### src/rtl/mem_port_arbiter.sv
// mem_port_arbiter: arbitrates fetch and data requesters onto one memory port with timeout abort.
// Define ARB_ROUND_ROBIN_EN to alternate grants on ties; otherwise data always wins ties.
module mem_port_arbiter #(
  parameter int TIMEOUT_CYCLES = 15
) (
  input  logic        clk,
  input  logic        reset,
  input  logic        if_req,
  input  logic [31:0] if_addr,
  output logic [31:0] if_rdata,
  output logic        if_ack,
  input  logic        d_req,
  input  logic        d_we,
  input  logic [31:0] d_addr,
  input  logic [31:0] d_wdata,
  output logic [31:0] d_rdata,
  output logic        d_ack,
  output logic        mem_req,
  output logic        mem_we,
  output logic [31:0] mem_addr,
  output logic [31:0] mem_wdata,
  input  logic [31:0] mem_rdata,
  input  logic        mem_ready,
  output logic        err
);
  typedef enum logic [1:0] {IDLE, BUSY_I, BUSY_D, RESP} state_t;
  state_t      r_state, w_next;
  logic [31:0] r_addr, r_wdata, r_if_rdata, r_d_rdata;
  logic [7:0]  r_cnt;
  logic        r_we, r_gnt_d, r_err;
  logic        w_busy, w_grant, w_pick_d, w_done, w_timeout;
  assign w_busy    = (r_state == BUSY_I) || (r_state == BUSY_D);
  assign w_grant   = (r_state == IDLE) && (if_req || d_req);
  assign w_timeout = w_busy && !mem_ready && (r_cnt == 8'(TIMEOUT_CYCLES - 1));
  assign w_done    = w_busy && (mem_ready || w_timeout);
`ifdef ARB_ROUND_ROBIN_EN
  logic r_last_d;
  assign w_pick_d = d_req && (!if_req || !r_last_d);
  always_ff @(posedge clk)
    if (reset) r_last_d <= 1'b0;
    else if (w_grant) r_last_d <= w_pick_d;
`else
  assign w_pick_d = d_req;
`endif
  always_comb begin
    w_next = r_state;
    w_next = (r_state == IDLE) ? (w_grant ? (w_pick_d ? BUSY_D : BUSY_I) : IDLE)
           : w_busy ? (w_done ? RESP : r_state) : IDLE;
  end
  always_ff @(posedge clk) begin
    if (reset) begin
      r_state    <= IDLE;
      r_addr     <= '0;
      r_wdata    <= '0;
      r_we       <= 1'b0;
      r_gnt_d    <= 1'b0;
      r_cnt      <= '0;
      r_err      <= 1'b0;
      r_if_rdata <= '0;
      r_d_rdata  <= '0;
    end else begin
      r_state <= w_next;
      r_err   <= w_timeout;
      if (w_grant) begin
        r_gnt_d <= w_pick_d;
        r_addr  <= w_pick_d ? d_addr : if_addr;
        r_we    <= w_pick_d && d_we;
        r_wdata <= w_pick_d ? d_wdata : '0;
        r_cnt   <= '0;
      end
      if (w_busy && !mem_ready) r_cnt <= r_cnt + 8'd1;
      // aborted reads return zero; writes never touch read data
      if (w_done && !r_we && r_gnt_d) r_d_rdata <= mem_ready ? mem_rdata : '0;
      if (w_done && !r_gnt_d) r_if_rdata <= mem_ready ? mem_rdata : '0;
    end
  end
  assign mem_req   = w_busy;
  assign mem_we    = w_busy && r_we;
  assign mem_addr  = r_addr;
  assign mem_wdata = r_wdata;
  assign if_ack    = (r_state == RESP) && !r_gnt_d;
  assign d_ack     = (r_state == RESP) && r_gnt_d;
  assign err       = r_err;
  assign if_rdata  = r_if_rdata;
  assign d_rdata   = r_d_rdata;
endmodule

### config.mk
export PLATFORM = sky130hd
export DESIGN_NAME = mem_port_arbiter
export DESIGN_NICKNAME = d
export VERILOG_FILES = /design/src/rtl/mem_port_arbiter.sv
export SDC_FILE = /design/constraint.sdc
export NUM_CORES = 1
export LEC_CHECK = 0
export BUFFER_PORTS_ARGS = -buffer_cell sky130_fd_sc_hd__buf_2
export CORE_ASPECT_RATIO = 1.1
export CORE_MARGIN = 3
export CORE_UTILIZATION = 48
export CTS_CLUSTER_SIZE = 24
export DETAILED_ROUTE_END_ITERATION = 10
export PLACE_DENSITY = 0.8
export SKIP_LAST_GASP = 1
export SYNTH_ARGS = -nofsm -noshare
export SYNTH_HDL_FRONTEND = slang
export SYNTH_SLANG_ARGS = --single-unit
### constraint.sdc
create_clock -name clk -period 2.4 [get_ports clk]
set_input_delay 0.12 -clock clk [delete_from_list [all_inputs] [get_ports clk]]
set_output_delay 0.12 -clock clk [all_outputs]
set_load 0.01 [all_outputs]
==> results.cfg, run 1 <==
[place]
port_buffers = 266
placed_area_sq_um = 7750
gp_congestion = 0.842
dp_hpwl_um = 13300
place_worst_setup_slack_ps = 467

[cells_and_area]
fin_nets = 1173
layout-drive-gt1-share_pct = 30.7
final_cell_area_sq_um = 8750
area_growth_pct = 36.0
nFillCells = 1072
final_common_cell = buf_2
layout_common_cells = buf_2, dfxtp_1, nor2_1
fin_util_pct = 68.0

[cts]
cts_buffer_depth = 2
cts_max_level = 4
path_clk_slew_ps = 60
postCtsSetupRepairBufs = 0
cts_tree = built
postCtsResizedCells = 0
postCtsHoldBufs = 38
cts_buffers = 17
cts_root_buf = clkbuf_16
clock_latency_ps = 400
cts.sinks = 141

[hold_path]
hold_class = in2reg

[floorplanning]
initial_core_util_pct = 50.0
io_pins = 267
core_area_sq_um = 12900
die_width_um = 116
dieArea_sq_um = 14800
rows = 43
die_y_um = 127

[global_routing]
first_global_vias = 6513
grt_pass1_wl_um = 32500
grt_max_degree = 65
antenna_found_initial = 2
grt_overflow = 0
grt_use_total_pct = 26.9

[logic_synthesis]
synth.distinct_cells = 42
yosysSeqAreaShare_pct = 43.9
synth_nets = 923
netlist_area_sq_um = 6430
synthCells = 785
yosysTopAreaCell = dfxtp_1
synth_top_area_share_pct = 43.9
synthTopCellsByArea = dfxtp_1, a31oi_1, nor2_1
syn_area_per_cell_sq_um = 8.19
ys_warn_count = 0
synth-seq-cells = 141

[routing]
drtIter0Drc = 776
drc = 0
wirelength_um = 20900
vias_per_cell = 5.92
first_pass_iters = 6
routed-wl-met3_um = 1630
wl_met2_um = 10000
highest_layer = met5
wl_per_cell_um = 17.3
ant_nets = 0
wl_met1_um = 8570
num_vias = 7138

[sta]
relSlewSlack_pct = 55.7
hold_viol = 0
rsz0062_at_grt = no
tightestPinTransition_ps = 665
worst_slack_ps = 477
finClkSkew_ps = 10.0
fmax_ghz = 0.520
fin_setup_tns_ps = 0
maxSlewViolCount = 0
fin_crit_sh_pct = 80.1
finalCriticalPeriod_ps = 1920
setup_viol = 0

[status]
status = completed

[setup_path]
worst_setup_path_start_kind = flip-flop
worstPathRequired_ps = 2650
arrival_ps = 2180
path_max_fanout = 33
critical_path_class = reg2reg
critPathCaptureType = flip-flop

[run]
drv_cap = 0

[power_and_ir_drop]
leakage_nw = 3.64
fin_total_pwr_mw = 6.44
power_density_nw_per_um2 = 736
vdd_drop_max_mv = 0.481
[critical path, stage by stage, from the launching register on]
cell and delay [ps]:
dfxtp_1 340, inv_1 90, ha_1 160, or4b_4 670, o311ai_0 390, a31oi_1 130
[cells in the mapped netlist]
master / instances
o22ai_1: 2
a21oi_1: 5
buf_6: 3
nand4b_1: 1
o21ai_0: 36
a41oi_1: 1
a22oi_1: 33
nand4bb_1: 2
o211a_1: 1
nand2_1: 71
o311ai_2: 1
o311ai_0: 3
and2_1: 3
o21bai_1: 1
o211ai_1: 32
dfxtp_1: 141
nand2b_1: 3
a31oi_1: 66
o311ai_1: 28
nand3_1: 71
o31ai_1: 1
clkbuf_1: 74
nor2_1: 100
nand3b_1: 32
buf_2: 5
buf_1: 8
or4_1: 2
a2111oi_0: 32
nor2b_1: 4
or3_1: 3
nor4_1: 1
o21a_1: 1
ha_1: 4
inv_1: 5
nor3_1: 1
a211oi_1: 1
nor3b_1: 1
and3b_1: 1
or4b_4: 1
o41a_1: 1
clkbuf_2: 2
a311oi_1: 1
[power by group]
group          internal, mW  switching, mW
Sequential             2.52          0.121
Combinational         0.452          0.641
Clock                  1.70           1.01
Total                  4.66           1.77
[cells by family after synthesis]
logic type                 Yosys count  synth area share (%)
AOI/OAI and AO/OA                  246                  27.3
adders and majority gates            4                 0.778
buffers and inverters               97                  6.15
DFF                                141                  43.9
and+or+nand+nor                    297                  21.9
[flip-flops by register name, summed over array words and instances (netlist names)]
name       count
r_gnt_d        1
r_we           1
r_state        2
r_cnt          8
d_rdata       32
mem_addr      32
mem_wdata     32
if_rdata      32
err            1
[path summary, 6_finish.rpt]
path	slack, ps	end	start	depth (start not counted)
max	480	if_rdata[1]	r_cnt[0]	5
min	10	mem_addr[23]	d_addr[23]	3
max reg2reg	480	if_rdata[1]	r_cnt[0]	5
min reg2reg	490	d_rdata[25]	d_rdata[25]	2
[final cells by class]
cell class | instances | area [sq um] | share of cell area [%]
multi-input combinational | 547 | 3220 | 36.8
sequential | 141 | 2820 | 32.3
timing repair buffer | 323 | 1870 | 21.4
clock buffer | 19 | 453 | 5.18
tap | 157 | 196 | 2.25
clock inverter | 13 | 164 | 1.87
inverter | 5 | 18.8 | 0.215
antenna | 1 | 2.50 | 0.0286
[layer usage]
layer | global-route usage, % | vias up
met5 | 0 | -
met4 | 10.9 | 2
met3 | 5.78 | 53
met2 | 43.5 | 352
met1 | 34.7 | 3288
li1 | - | 3443
[through the flow]
stage                     cells  hold slack [ps]
after global placement     1135              352
after floorplan             785              268
after global routing       1206             8.30
after detailed placement   1135              361
final                      1206             11.9
after CTS                  1205             2.60
Power figures use the tool's default switching activity.
==> run 2: changes to the inputs <==
==> constraint.sdc (replaced) <==
create_clock -name clk -period 2 [get_ports clk]
set_input_delay 0.1 -clock clk [delete_from_list [all_inputs] [get_ports clk]]
set_output_delay 0.1 -clock clk [all_outputs]
set_load 0.01 [all_outputs]
==> results.cfg, run 2 (synthesis gave the netlist of run 1 again) <==
[status]
status = completed

[floorplanning]
io_pins = 267
die_width_um = 116
core_area_sq_um = 12900
initial_core_util_pct = 50.0
dieArea_sq_um = 14800
rows = 43
die_y_um = 127

[sta]
fmax_ghz = 0.514
maxSlewViolCount = 0
relSlewSlack_pct = 67.2
finalCriticalPeriod_ps = 1950
fin_crit_sh_pct = 97.3
tightestPinTransition_ps = 479
fin_worst_hold_slack_ps = 24.5
hold_viol = 0
finClkSkew_ps = 8.54
setup_viol = 0
rsz0062_at_grt = yes
worst_slack_ps = 53.2
fin_setup_tns_ps = 0

[cts]
cts_root_buf = clkbuf_16
cts_tree = built
cts_max_level = 4
clock_latency_ps = 420
path_clk_slew_ps = 60
cts.sinks = 141
cts_buffer_depth = 2
cts_buffers = 17

[hold_path]
hold_path_depth = 3
hold_class = in2reg

[power_and_ir_drop]
leakage_nw = 3.96
power_density_nw_per_um2 = 830
fin_total_pwr_mw = 7.86
vdd_drop_max_mv = 0.599

[global_routing]
grt_pass1_wl_um = 35900
first_global_vias = 7114
antenna_found_initial = 1
grt_use_total_pct = 30.2
grt_max_degree = 64
grt_overflow = 0

[setup_path]
rr_worst_depth = 5
worstPathRequired_ps = 2280
arrival_ps = 2230
max_stage_delay_ps = 630
worst_setup_path_start_kind = flip-flop
crit_slowest_cell = or4b_4
path_cells = inv_1, ha_1, or4b_4, o311ai_1, a31oi_1
critical_path.endpoint = if_rdata[17]
critPathCaptureType = flip-flop
rrSetupSlack_ps = 50
cp-startpoint = r_cnt[0]
critical_path_class = reg2reg
timing.rr.end = if_rdata[17]
reg2reg_from = r_cnt[0]
path_max_fanout = 17

[place]
placed_area_sq_um = 7870
place_worst_setup_slack_ps = 96.7
gp_congestion = 0.853
dp_hpwl_um = 13700
dp.cells = 1144
port_buffers = 266

[cells_and_area]
stdcell_count = 1276
final_cell_area_sq_um = 9470
fin_nets = 1243
area_growth_pct = 47.2
fin_util_pct = 73.6
final_common_cell = buf_2
layout_common_cells = buf_2, dfxtp_1, nor2_1
layout-drive-gt1-share_pct = 29.8

[routing]
num_vias = 7785
vias_per_cell = 6.10
wirelength_um = 23600
drtIter0Drc = 887
drc = 0
ant_nets = 0
wl_per_cell_um = 18.5
first_pass_iters = 7

[run]
drv_cap = 0
[run 2: changes by cell type in the layout (fill, tap and decap cells not counted), moves of 2 or more]
cell	before	now
inv_6	2	0
clkinvlp_4	5	2
buf_12	1	5
clkinv_2	2	6
dlygate4sd3_1	38	97
buf_4	19	25
[run 2: final cells by class]
| cell class | instances | area (sq um) |
|---|---|---|
| Antenna cell | 1 | 2.50 |
| Clock buffer | 20 | 457 |
| Clock inverter | 12 | 144 |
| Fill cell | 926 | 3390 |
| Inverter | 5 | 18.8 |
| Multi-Input combinational cell | 548 | 3240 |
| Sequential cell | 141 | 2820 |
| Tap cell | 157 | 196 |
| Timing Repair Buffer | 392 | 2580 |
[run 2: what timing repair did]
item,CTS,global route
buffers inserted,0,1
endpoints found under the hold margin,123,0
gates resized for setup,0,3
hold buffers,97,0
endpoints found under the setup margin,0,7
[run 2: worst max-delay path: cells and delay by family (launching register included)]
family | cells | cell delay [ps]
DFF | 1 | 350
and+or+nand+nor | 1 | 630
AOI/OAI and AO/OA | 2 | 530
adders and majority gates | 1 | 210
buffers and inverters | 1 | 90
[run 2: worst min-delay path by stage]
| stage | start | end | slack (ps) |
|---|---|---|---|
| CTS | d_addr[9] | mem_addr[9] | 3 |
| global route | d_req | r_state[0] | 40 |
| finish | d_req | r_state[0] | 20 |
| floorplan | d_wdata[0] | mem_wdata[0] | 250 |
| detailed placement | d_wdata[29] | mem_wdata[29] | 340 |
| global placement | d_wdata[5] | mem_wdata[5] | 330 |
[run 2: layer usage]
layer	vias to the layer above	wire (um)	track usage, %
met2	503	11100	47.8
met3	107	2200	7.58
met5	-	0	0
li1	3592	-	-
met4	0	1230	18.2
met1	3583	9030	36.6
[run 2: power breakdown]
group	total, mW	switching (mW)	internal, mW
clock network	3.22	1.20	2.01
registers	3.17	0.146	3.02
logic	1.47	0.824	0.650
